**src/rtl/pong_pkg.sv**
```systemverilog
// Shared types and defaults for the pong game blocks (ball, paddle, AI driver).
// Contents:
//   coord_t     - 10-bit screen coordinate
//   ai_state_t  - CPU opponent FSM state
//   DefYCenter  - vertical field centre in pixels
//   DefBallSize - ball edge length in pixels
//   DefLfsrSeed - aim-jitter LFSR reset seed
package pong_pkg;

  typedef logic [9:0] coord_t;

  typedef enum logic [1:0] {
    StIdle,
    StCenter,
    StWait,
    StTrack
  } ai_state_t;

  localparam int unsigned DefYCenter  = 240;
  localparam int unsigned DefBallSize = 8;
  localparam logic [7:0]  DefLfsrSeed = 8'hA5;

endpackage

```
**src/rtl/lfsr8.sv**
```systemverilog
// 8-bit Fibonacci LFSR, polynomial x^8+x^6+x^5+x^4+1, steps every cycle.
// Ports:
//   game_clk - clock
//   reset    - synchronous, active-high; loads SEED
//   lfsr     - current register value
module lfsr8 #(
  parameter logic [7:0] SEED = 8'hA5
) (
  input  logic       game_clk,
  input  logic       reset,
  output logic [7:0] lfsr
);

  logic [7:0] lfsr_q;

  always_ff @(posedge game_clk) begin
    if (reset) begin
      lfsr_q <= SEED;
    end else begin
      lfsr_q <= {lfsr_q[6:0], lfsr_q[7] ^ lfsr_q[5] ^ lfsr_q[4] ^ lfsr_q[3]};
    end
  end

  assign lfsr = lfsr_q;

endmodule

```
**src/rtl/paddle_ai_driver.sv**
```systemverilog
// CPU opponent: drives input_up/input_down for one paddle from ball state.
// Tracks the ball centre while it approaches (after a reaction delay) and
// returns the paddle to field centre while it recedes.
// Optional build macro PADDLE_AI_JITTER_EN: adds a random aim offset (-16..+15)
// latched from an 8-bit LFSR each time tracking starts.
// Ports:
//   game_clk      - game tick clock
//   reset         - synchronous, active-high
//   enable        - 1 = AI owns this paddle, 0 = outputs forced low
//   player        - 1 = left paddle, 0 = right paddle
//   ball_dir_left - 1 = ball moving toward smaller x
//   ball_y        - ball top edge
//   paddle_y      - current paddle top edge
//   height_paddle - paddle height in pixels
//   input_up      - registered move-up command
//   input_down    - registered move-down command
module paddle_ai_driver
  import pong_pkg::*;
#(
  parameter int unsigned REACT_TICKS = 8,
  parameter int unsigned DEAD_ZONE   = 4,
  parameter int unsigned MOVE_DIV    = 1,
  parameter int unsigned BALL_SIZE   = DefBallSize,
  parameter int unsigned Y_CENTER    = DefYCenter
) (
  input  logic       game_clk,
  input  logic       reset,
  input  logic       enable,
  input  logic       player,
  input  logic       ball_dir_left,
  input  coord_t     ball_y,
  input  coord_t     paddle_y,
  input  logic [7:0] height_paddle,
  output logic       input_up,
  output logic       input_down
);

  localparam int unsigned CntW = (REACT_TICKS > 0) ? $clog2(REACT_TICKS + 1) : 1;
  localparam int unsigned DivW = (MOVE_DIV > 1) ? $clog2(MOVE_DIV) : 1;

  ai_state_t        state_q, state_d;
  logic [CntW-1:0]  react_cnt_q, react_cnt_d;
  logic [DivW-1:0]  div_cnt_q, div_cnt_d;
  logic             up_q, up_d, down_q, down_d;
  logic signed [5:0] offset;

  logic                approaching;
  logic [10:0]         pc;
  logic signed [11:0]  target, err, dz;
  logic                want_up, want_down;

  assign approaching = player ? ball_dir_left : ~ball_dir_left;

`ifdef PADDLE_AI_JITTER_EN
  logic [7:0]        lfsr;
  logic signed [5:0] offset_q, offset_d;

  lfsr8 #(
    .SEED (DefLfsrSeed)
  ) u_lfsr8 (
    .game_clk (game_clk),
    .reset    (reset),
    .lfsr     (lfsr)
  );

  // Low five LFSR bits minus 16, wrapped in 6 bits, gives a signed -16..+15.
  always_comb begin
    offset_d = offset_q;
    if (state_q == StWait && state_d == StTrack) begin
      offset_d = 6'(lfsr & 8'h1F) - 6'd16;
    end
  end

  always_ff @(posedge game_clk) begin
    if (reset) begin
      offset_q <= '0;
    end else begin
      offset_q <= offset_d;
    end
  end

  assign offset = offset_q;
`else
  assign offset = '0;
`endif

  // Paddle centre and signed aim error.
  assign pc = {1'b0, paddle_y} + {3'b0, (height_paddle >> 1)};

  always_comb begin
    if (state_q == StTrack) begin
      target = $signed({2'b0, ball_y}) + $signed(12'(BALL_SIZE / 2))
             + $signed({{6{offset[5]}}, offset});
    end else begin
      target = $signed(12'(Y_CENTER));
    end
  end

  assign err       = target - $signed({1'b0, pc});
  assign dz        = $signed(12'(DEAD_ZONE));
  assign want_up   = err < -dz;
  assign want_down = err > dz;

  // State register; command outputs are registered alongside.
  always_ff @(posedge game_clk) begin
    if (reset) begin
      state_q     <= StIdle;
      react_cnt_q <= '0;
      div_cnt_q   <= '0;
      up_q        <= 1'b0;
      down_q      <= 1'b0;
    end else begin
      state_q     <= state_d;
      react_cnt_q <= react_cnt_d;
      div_cnt_q   <= div_cnt_d;
      up_q        <= up_d;
      down_q      <= down_d;
    end
  end

  // Next-state and counters.
  always_comb begin
    state_d     = state_q;
    react_cnt_d = react_cnt_q;
    div_cnt_d   = '0;
    if (!enable) begin
      state_d     = StIdle;
      react_cnt_d = '0;
    end else begin
      unique case (state_q)
        StIdle: state_d = StCenter;
        StCenter: begin
          if (approaching) begin
            state_d     = StWait;
            react_cnt_d = CntW'(REACT_TICKS);
          end
        end
        StWait: begin
          if (!approaching) begin
            state_d = StCenter;
          end else if (react_cnt_q == '0) begin
            state_d = StTrack;
          end else begin
            react_cnt_d = react_cnt_q - 1'b1;
          end
        end
        StTrack: begin
          if (!approaching) state_d = StCenter;
        end
        default: state_d = StIdle;
      endcase
    end
    // Throttle phase runs only while steering; held at 0 otherwise so the
    // first command after the reaction delay goes out immediately.
    if (state_q == StCenter || state_q == StTrack) begin
      div_cnt_d = (div_cnt_q == DivW'(MOVE_DIV - 1)) ? '0 : div_cnt_q + 1'b1;
    end
  end

  // Output decode.
  always_comb begin
    logic steer;
    steer  = enable && (state_q == StCenter || state_q == StTrack) && (div_cnt_q == '0);
    up_d   = steer && want_up;
    down_d = steer && want_down;
  end

  assign input_up   = up_q;
  assign input_down = down_q;

endmodule

```
**config.mk**
```make
export PLATFORM = sky130hd
export DESIGN_NAME = paddle_ai_driver
export DESIGN_NICKNAME = d
export VERILOG_FILES = /design/src/rtl/pong_pkg.sv /design/src/rtl/lfsr8.sv /design/src/rtl/paddle_ai_driver.sv
export SDC_FILE = /design/constraint.sdc
export NUM_CORES = 1
export LEC_CHECK = 0
export ABC_AREA = 0
export CAP_MARGIN = 20
export CORE_MARGIN = 2
export CORE_UTILIZATION = 41
export DETAILED_ROUTE_END_ITERATION = 8
export GPL_TIMING_DRIVEN = 0
export PLACE_DENSITY = 0.68
export SLEW_MARGIN = 20
export SYNTH_ARGS = -nofsm -noshare
export SYNTH_HDL_FRONTEND = slang
export SYNTH_SLANG_ARGS = --single-unit
```
**constraint.sdc**
```tcl
create_clock -name game_clk -period 3.8 [get_ports game_clk]
set_clock_uncertainty 0.15 [all_clocks]
set_input_delay 0.76 -clock game_clk [delete_from_list [all_inputs] [get_ports game_clk]]
set_output_delay 0.76 -clock game_clk [all_outputs]
set_load 0.01 [all_outputs]
```
==> results.sh, run 1 <==
export IMPL_path_class="input port to flip-flop"
export IMPL_ios=35
export IMPL_layout_nets=289
export IMPL_cts_tree="built"
export IMPL_coreArea_sq_um=3363
export IMPL_clkSinkCount=9
export IMPL_syn_area_sq_um=1439
export IMPL_place_congestion=0.7646
export IMPL_synth_top_area_share_pct=20.87
export IMPL_drcViolationCount=0
export IMPL_wire_per_inst_um=11.24
export IMPL_n_antenna_cell=0
export IMPL_synth_area_per_cell_sq_um=7.863
export IMPL_antenna_found_initial=0
export IMPL_peakVddDrop_mv=0.08579
export IMPL_synthFlopType="dfxtp_1"
export IMPL_start_kind="input port"
export IMPL_ant_nets=0
export IMPL_cts_clk_slew_worst_paths_ps=60
export IMPL_timing_rr_end="input_down"
export IMPL_drv_cap=0
export IMPL_num_vias=1405
export IMPL_synth_seq_area_share_pct=12.52
export IMPL_dieArea_sq_um=3999
export IMPL_r2r_setup_slack_ps=720
export IMPL_grt_max_degree=11
export IMPL_numCtsBuffers=3
export IMPL_fin_tns_setup_ps=0
export IMPL_rows=21
export IMPL_synthCells=183
export IMPL_grt_first_pass_wirelength_mm=5.437
export IMPL_synth_area_leader_cell="ha_1"
export IMPL_synth_distinct_cells=45
export IMPL_async_flop_share_pct=0
export IMPL_port_buffers=33
export IMPL_synth_area_top_cells="ha_1, dfxtp_1, xor2_1"
export IMPL_worst_slack_ps=132.0
export IMPL_dr_pass1_iters=4
export IMPL_h_tree_depth=1
export IMPL_setup_viol=0
export IMPL_grt_ovfl_total=0
export IMPL_groute_usage_overall_pct=16.14
export IMPL_power_density_nw_per_um2=238.5
export IMPL_max_freq_mhz=272.6
export IMPL_clk_latency_ps=250
export IMPL_hold_path_class="flip-flop to flip-flop"
export IMPL_hold_slack_ps=344.5
export IMPL_final_core_util_pct=59.71
export IMPL_hold_depth=2
export IMPL_synth_edff_count=0
export IMPL_initial_utilization_pct=42.78
export IMPL_drive_gt1_share_pct=14.41
export IMPL_dp_hpwl_mm=2.571
export IMPL_fp_dieW_um=63.24
export IMPL_area_growth_synth_to_final_pct=39.57
export IMPL_period_minus_slack_ps=3668
export IMPL_min_delay_start="state_q[1]"
export IMPL_min_to="state_q[1]"
export IMPL_viasPerCell=5.109
export IMPL_root_buffer="clkbuf_4"
export IMPL_finalHoldViolations=0
export IMPL_postCtsHoldBufs=0
export IMPL_cp_data_arrival_time_ps=3660
export IMPL_r2r_start="state_q[0]"
export IMPL_crit_fanout=6
export IMPL_routed_wl_mm=3.092
export IMPL_cp_required_ps=3790
export IMPL_ys_warn_count=0
export IMPL_status="completed"
export IMPL_report_final_slew_viol_count=0
export IMPL_worstSetupEndpointType="flip-flop"
export IMPL_post_route_period_util_pct=96.53
export IMPL_pre_cts_ws_ps=-634.3
export IMPL_cts_buffer_depth=2
export IMPL_leakage_uw=0.0007956
export IMPL_grt_pass1_vias=1360
export IMPL_drt_iter0_drc=30
export IMPL_die_h_um=63.24
export IMPL_rsz0062_at_grt="true"
export IMPL_synth_seq_cells=9
export IMPL_reg2reg_depth=10
export IMPL_synth_nets=242
layout make-up:
type                    count  area [sq um]
multi-input cells         163          1303
repair buffers             42         400.4
plain buffers               1         3.754
fillers                   323          1355
clock buffers               4         26.28
flip-flops and latches      9         180.2
well taps                  46         57.56
inverters                  10         37.54
Yosys cell counts (all sizes together), types with 3 or more instances:
master	n
ha	24
nor2b	4
nand3	6
a21oi	18
nand2	16
o21a	4
or3	4
nor2	14
dfxtp	9
o21bai	3
o21ai	4
nor3	3
a21o	5
and2	4
o22ai	3
o2111ai	3
xor2	13
xnor2	12
inv	10
power breakdown:
| group | switching [uW] | leakage, uW | total, uW | internal [uW] |
|---|---|---|---|---|
| clock | 32.3 | 0.0000150 | 72.7 | 40.4 |
| combinational | 152 | 0.000707 | 309 | 156 |
| sequential | 1.34 | 0.0000732 | 97.6 | 96.2 |
| total | 186 | 0.000796 | 479 | 293 |
layout by cell type, fill, tap and decap left out, drive strengths merged, types with 2 or more instances in the layout:
cell type and n:
and3 2, nand2 16, a21o 5, dlygate4sd2 3
dfxtp 9, buf 11, or3 4, nor2 14
nor4 2, xor2 13, xnor2 12, nand2b 2
and2 4, fa 2, o22ai 3, inv 10
clkdlybuf4s50 27, o2111ai 3, a21oi 18, nor3 3
ha 24, a211oi 2, o21a 4, clkbuf 5
nor2b 4, o21ai 4, o21bai 3, nand3 6
per-layer routing:
| metal | up-vias | GRT usage, % | wire length, um |
|---|---|---|---|
| li1 | 752 | - | - |
| met1 | 625 | 18.61 | 1420 |
| met2 | 28 | 31.78 | 1557 |
| met3 | 0 | 1.607 | 114 |
| met4 | 0 | 3.261 | 0 |
| met5 | - | 0 | 0 |
sequential cells by signal, indices dropped and copies added, names as in the netlist:
name / flops
input_up: 1
state_q: 2
input_down: 1
div_cnt_q: 1
react_cnt_q: 4
worst max-delay path, stage by stage:
cell	delay (ps)
dlygate4sd2_1	270
ha_1	280
a21o_1	190
a21oi_2	200
o21ai_1	90
o211ai_1	130
a21oi_1	130
xnor2_1	140
ha_1	370
a21o_1	220
a211oi_2	200
o22ai_1	110
xor2_1	160
o41a_1	400
worst max path at each step:
stage | start | to | slack, ps | depth (start not counted)
6_report | height_paddle[2] | input_down | 130 | 14
5_1_grt | height_paddle[1] | input_down | -50 | 16
4_1_cts | height_paddle[1] | input_down | 4 | 16
3_5_place_dp | paddle_y[0] | input_down | -630 | 16
3_3_place_gp | paddle_y[0] | input_down | -650 | 16
2_1_floorplan | paddle_y[0] | input_down | 3 | 13
kinds of logic (layout without fill, tap and decap cells):
family / count (synthesis) / count (layout) / synth area share (%)
xor+xnor: 25 / 25 / 15.22
compound gates: 47 / 47 / 21.83
flops: 9 / 9 / 12.52
simple gates: 62 / 62 / 22.17
buf+inv: 11 / 57 / 2.869
fa+ha+maj: 26 / 26 / 23.65
mux: 2 / 2 / 1.478
other cells: 1 / 1 / 0.2606
per-stage QoR:
stage	cells	power (uW)	instance area (sq um)
after floorplan	183	286.2	1439
after global placement	262	355.6	1827
after detailed placement	262	358.1	1827
after CTS	270	450.7	1918
after global routing	275	522.0	2008
final	275	479.0	2008
timing repair:
action	CTS	global route
endpoints found under the setup margin	2	2
pin swaps	12	17
cloned	0	0
gates resized for setup	19	10
setup buffers	4	5
(Power assumes the default switching activity.)
==> run 2, diff against run 1 <==
==> constraint.sdc (replaced) <==
create_clock -name game_clk -period 3.25 [get_ports game_clk]
set_clock_uncertainty 0.15 [all_clocks]
set_input_delay 0.65 -clock game_clk [delete_from_list [all_inputs] [get_ports game_clk]]
set_output_delay 0.65 -clock game_clk [all_outputs]
set_load 0.01 [all_outputs]
==> run 2 against run 1 <==
The flow now finishes with violations (setup timing). Non-clock buffer count decreased by 1. Core utilization shrank 0.60 points. Die area is the same. Critical path type unchanged. Setup slack worse by 590 ps. Final cell count shrank 0.36%. Hold slack improved by 6.8 ps. Critical path depth grew 2. Largest cell class unchanged. Clock-buffer cell count did not move. Sequential power increased by 17%.
==> results.sh, run 2 (synthesized netlist as in run 1, its figures left out) <==
export IMPL_status="finished, violations left"
export IMPL_violations="setup timing"
export IMPL_groute_usage_overall_pct=18.55
export IMPL_drive_gt1_share_pct=13.16
export IMPL_met2_usage_pct=35.51
export IMPL_fillCellCount=353
export IMPL_power_density_nw_per_um2=287.3
export IMPL_ant_nets=0
export IMPL_drt_iter0_drc=35
export IMPL_viasPerCell=5.321
export IMPL_max_freq_mhz=269.7
export IMPL_area_growth_synth_to_final_pct=38.17
export IMPL_dp_hpwl_mm=2.900
export IMPL_drv_cap=0
export IMPL_reg_largest_list="react_cnt_q: 4 flops, state_q: 2 flops"
export IMPL_r2r_start="state_q[0]"
export IMPL_n_antenna_cell=0
export IMPL_port_buffers=33
export IMPL_drcViolationCount=0
export IMPL_finalHoldViolations=0
export IMPL_dr_pass1_iters=6
export IMPL_dieArea_sq_um=3999
export IMPL_hold_path_class="flip-flop to flip-flop"
export IMPL_leakage_uw=0.0007915
export IMPL_setup_viol=2
export IMPL_grt_max_degree=11
export IMPL_die_h_um=63.24
export IMPL_initial_utilization_pct=42.78
export IMPL_post_route_period_util_pct=114.1
export IMPL_layout_nets=288
export IMPL_ios=35
export IMPL_root_buffer="clkbuf_4"
export IMPL_postCtsHoldBufs=0
export IMPL_worstSetupEndpointType="flip-flop"
export IMPL_rows=21
export IMPL_path_class="input port to flip-flop"
export IMPL_numCtsBuffers=3
export IMPL_worst_slack_ps=-458.0
export IMPL_routed_wl_mm=3.551
export IMPL_rsz0062_at_grt="true"
export IMPL_grt_first_pass_wirelength_mm=6.016
export IMPL_coreArea_sq_um=3363
export IMPL_cp_required_ps=3250
export IMPL_cp_data_arrival_time_ps=3700
export IMPL_critPathLaunch="height_paddle[1]"
export IMPL_period_minus_slack_ps=3708
export IMPL_cts_clk_slew_worst_paths_ps=60
export IMPL_cts_buffer_depth=2
export IMPL_grt_ovfl_total=0
export IMPL_largest_register_ffs=4
export IMPL_place_congestion=0.7525
export IMPL_crit_fanout=3
export IMPL_antenna_found_initial=0
export IMPL_report_final_slew_viol_count=0
export IMPL_regMostFlops="react_cnt_q"
export IMPL_clkSinkCount=9
export IMPL_cts_tree="built"
export IMPL_clk_latency_ps=260
export IMPL_min_delay_start="state_q[1]"
export IMPL_met3_usage_pct=3.393
export IMPL_final_cell_mix="clkdlybuf4s50_1, ha_1, nand2_1, nor2_1, a21oi_1"
export IMPL_peakVddDrop_mv=0.1496
export IMPL_num_vias=1458
export IMPL_grt_pass1_vias=1423
export IMPL_fp_dieW_um=63.24
export IMPL_hold_slack_ps=351.3
export IMPL_wire_per_inst_um=12.96
export IMPL_h_tree_depth=1
export IMPL_grt_busiest_layer="met2"
export IMPL_start_kind="input port"
export IMPL_multi_input_area_sq_um=1289
export IMPL_seq_area_sq_um=180.2
export IMPL_gr_usage_met1_pct=22.14
export IMPL_final_common_cell="clkdlybuf4s50_1"
export IMPL_final_core_util_pct=59.11
[run 2: layout make-up]
| type | count | area share (%) |
|---|---|---|
| flip-flops and latches | 9 | 9.062 |
| clock buffers | 4 | 1.322 |
| well taps | 46 | 2.895 |
| repair buffers | 41 | 19.82 |
| plain buffers | 1 | 0.1888 |
| inverters | 10 | 1.888 |
| multi-input cells | 163 | 64.82 |
[run 2: metal layers]
layer | wire length, um | vias up
li1 | - | 747
met1 | 1536 | 656
met2 | 1822 | 51
met3 | 173 | 4
met4 | 17 | 0
met5 | 0 | -
[run 2: path summary, 6_finish.rpt]
check / end / slack, ps / cells past startpoint
max: input_down / -460 / 16
min reg2reg: state_q[1] / 350 / 2
max reg2reg: input_down / 220 / 10
min: state_q[1] / 350 / 2
[run 2: what timing repair did]
action,4_1_cts,5_1_grt
endpoints found under the setup margin,2,2
buffers inserted,5,3
pin swaps,17,13
resized for setup,21,3
[run 2: worst max-delay path, stage by stage]
cell,delay [ps]
buf_8,100
ha_4,160
fa_2,390
a21o_1,200
a21oi_2,150
nor2b_1,60
o21a_1,210
nor2_1,120
xor2_1,190
ha_1,280
o21a_1,130
o21a_1,190
o22ai_2,160
xor2_1,250
nand2_1,90
o41a_1,380
[run 2: metrics by stage]
step	cells	power [uW]	worst slack, ps	TNS (ps)	instance area, sq um
3_5_place_dp	262	425.6	-1009	-1915	1853
6_report	274	571.3	-458.0	-812.1	1988
2_1_floorplan	183	338.0	-270.2	-392.4	1465
4_1_cts	271	539.7	-419.3	-685.7	1949
5_1_grt	274	616.5	-598.6	-1102	1988
3_3_place_gp	262	417.1	-993.0	-1881	1853
[run 2: report_power, final]
group          total [uW]  switching [uW]  internal (uW)  leakage [uW]
combinational         367             184            183      0.000703
sequential            114            1.65            112     0.0000732
clock                90.1            42.6           47.5     0.0000150
==> run 3, diff against run 2 <==
--- a/config.mk
+++ b/config.mk
@@ -6,7 +6,6 @@
 export NUM_CORES = 1
 export LEC_CHECK = 0
 export ABC_AREA = 0
-export CAP_MARGIN = 20
 export CORE_MARGIN = 2
 export CORE_UTILIZATION = 41
 export DETAILED_ROUTE_END_ITERATION = 8
==> results of run 3 <==
The final DEF is identical to that of run 2; final timing and power are the same.
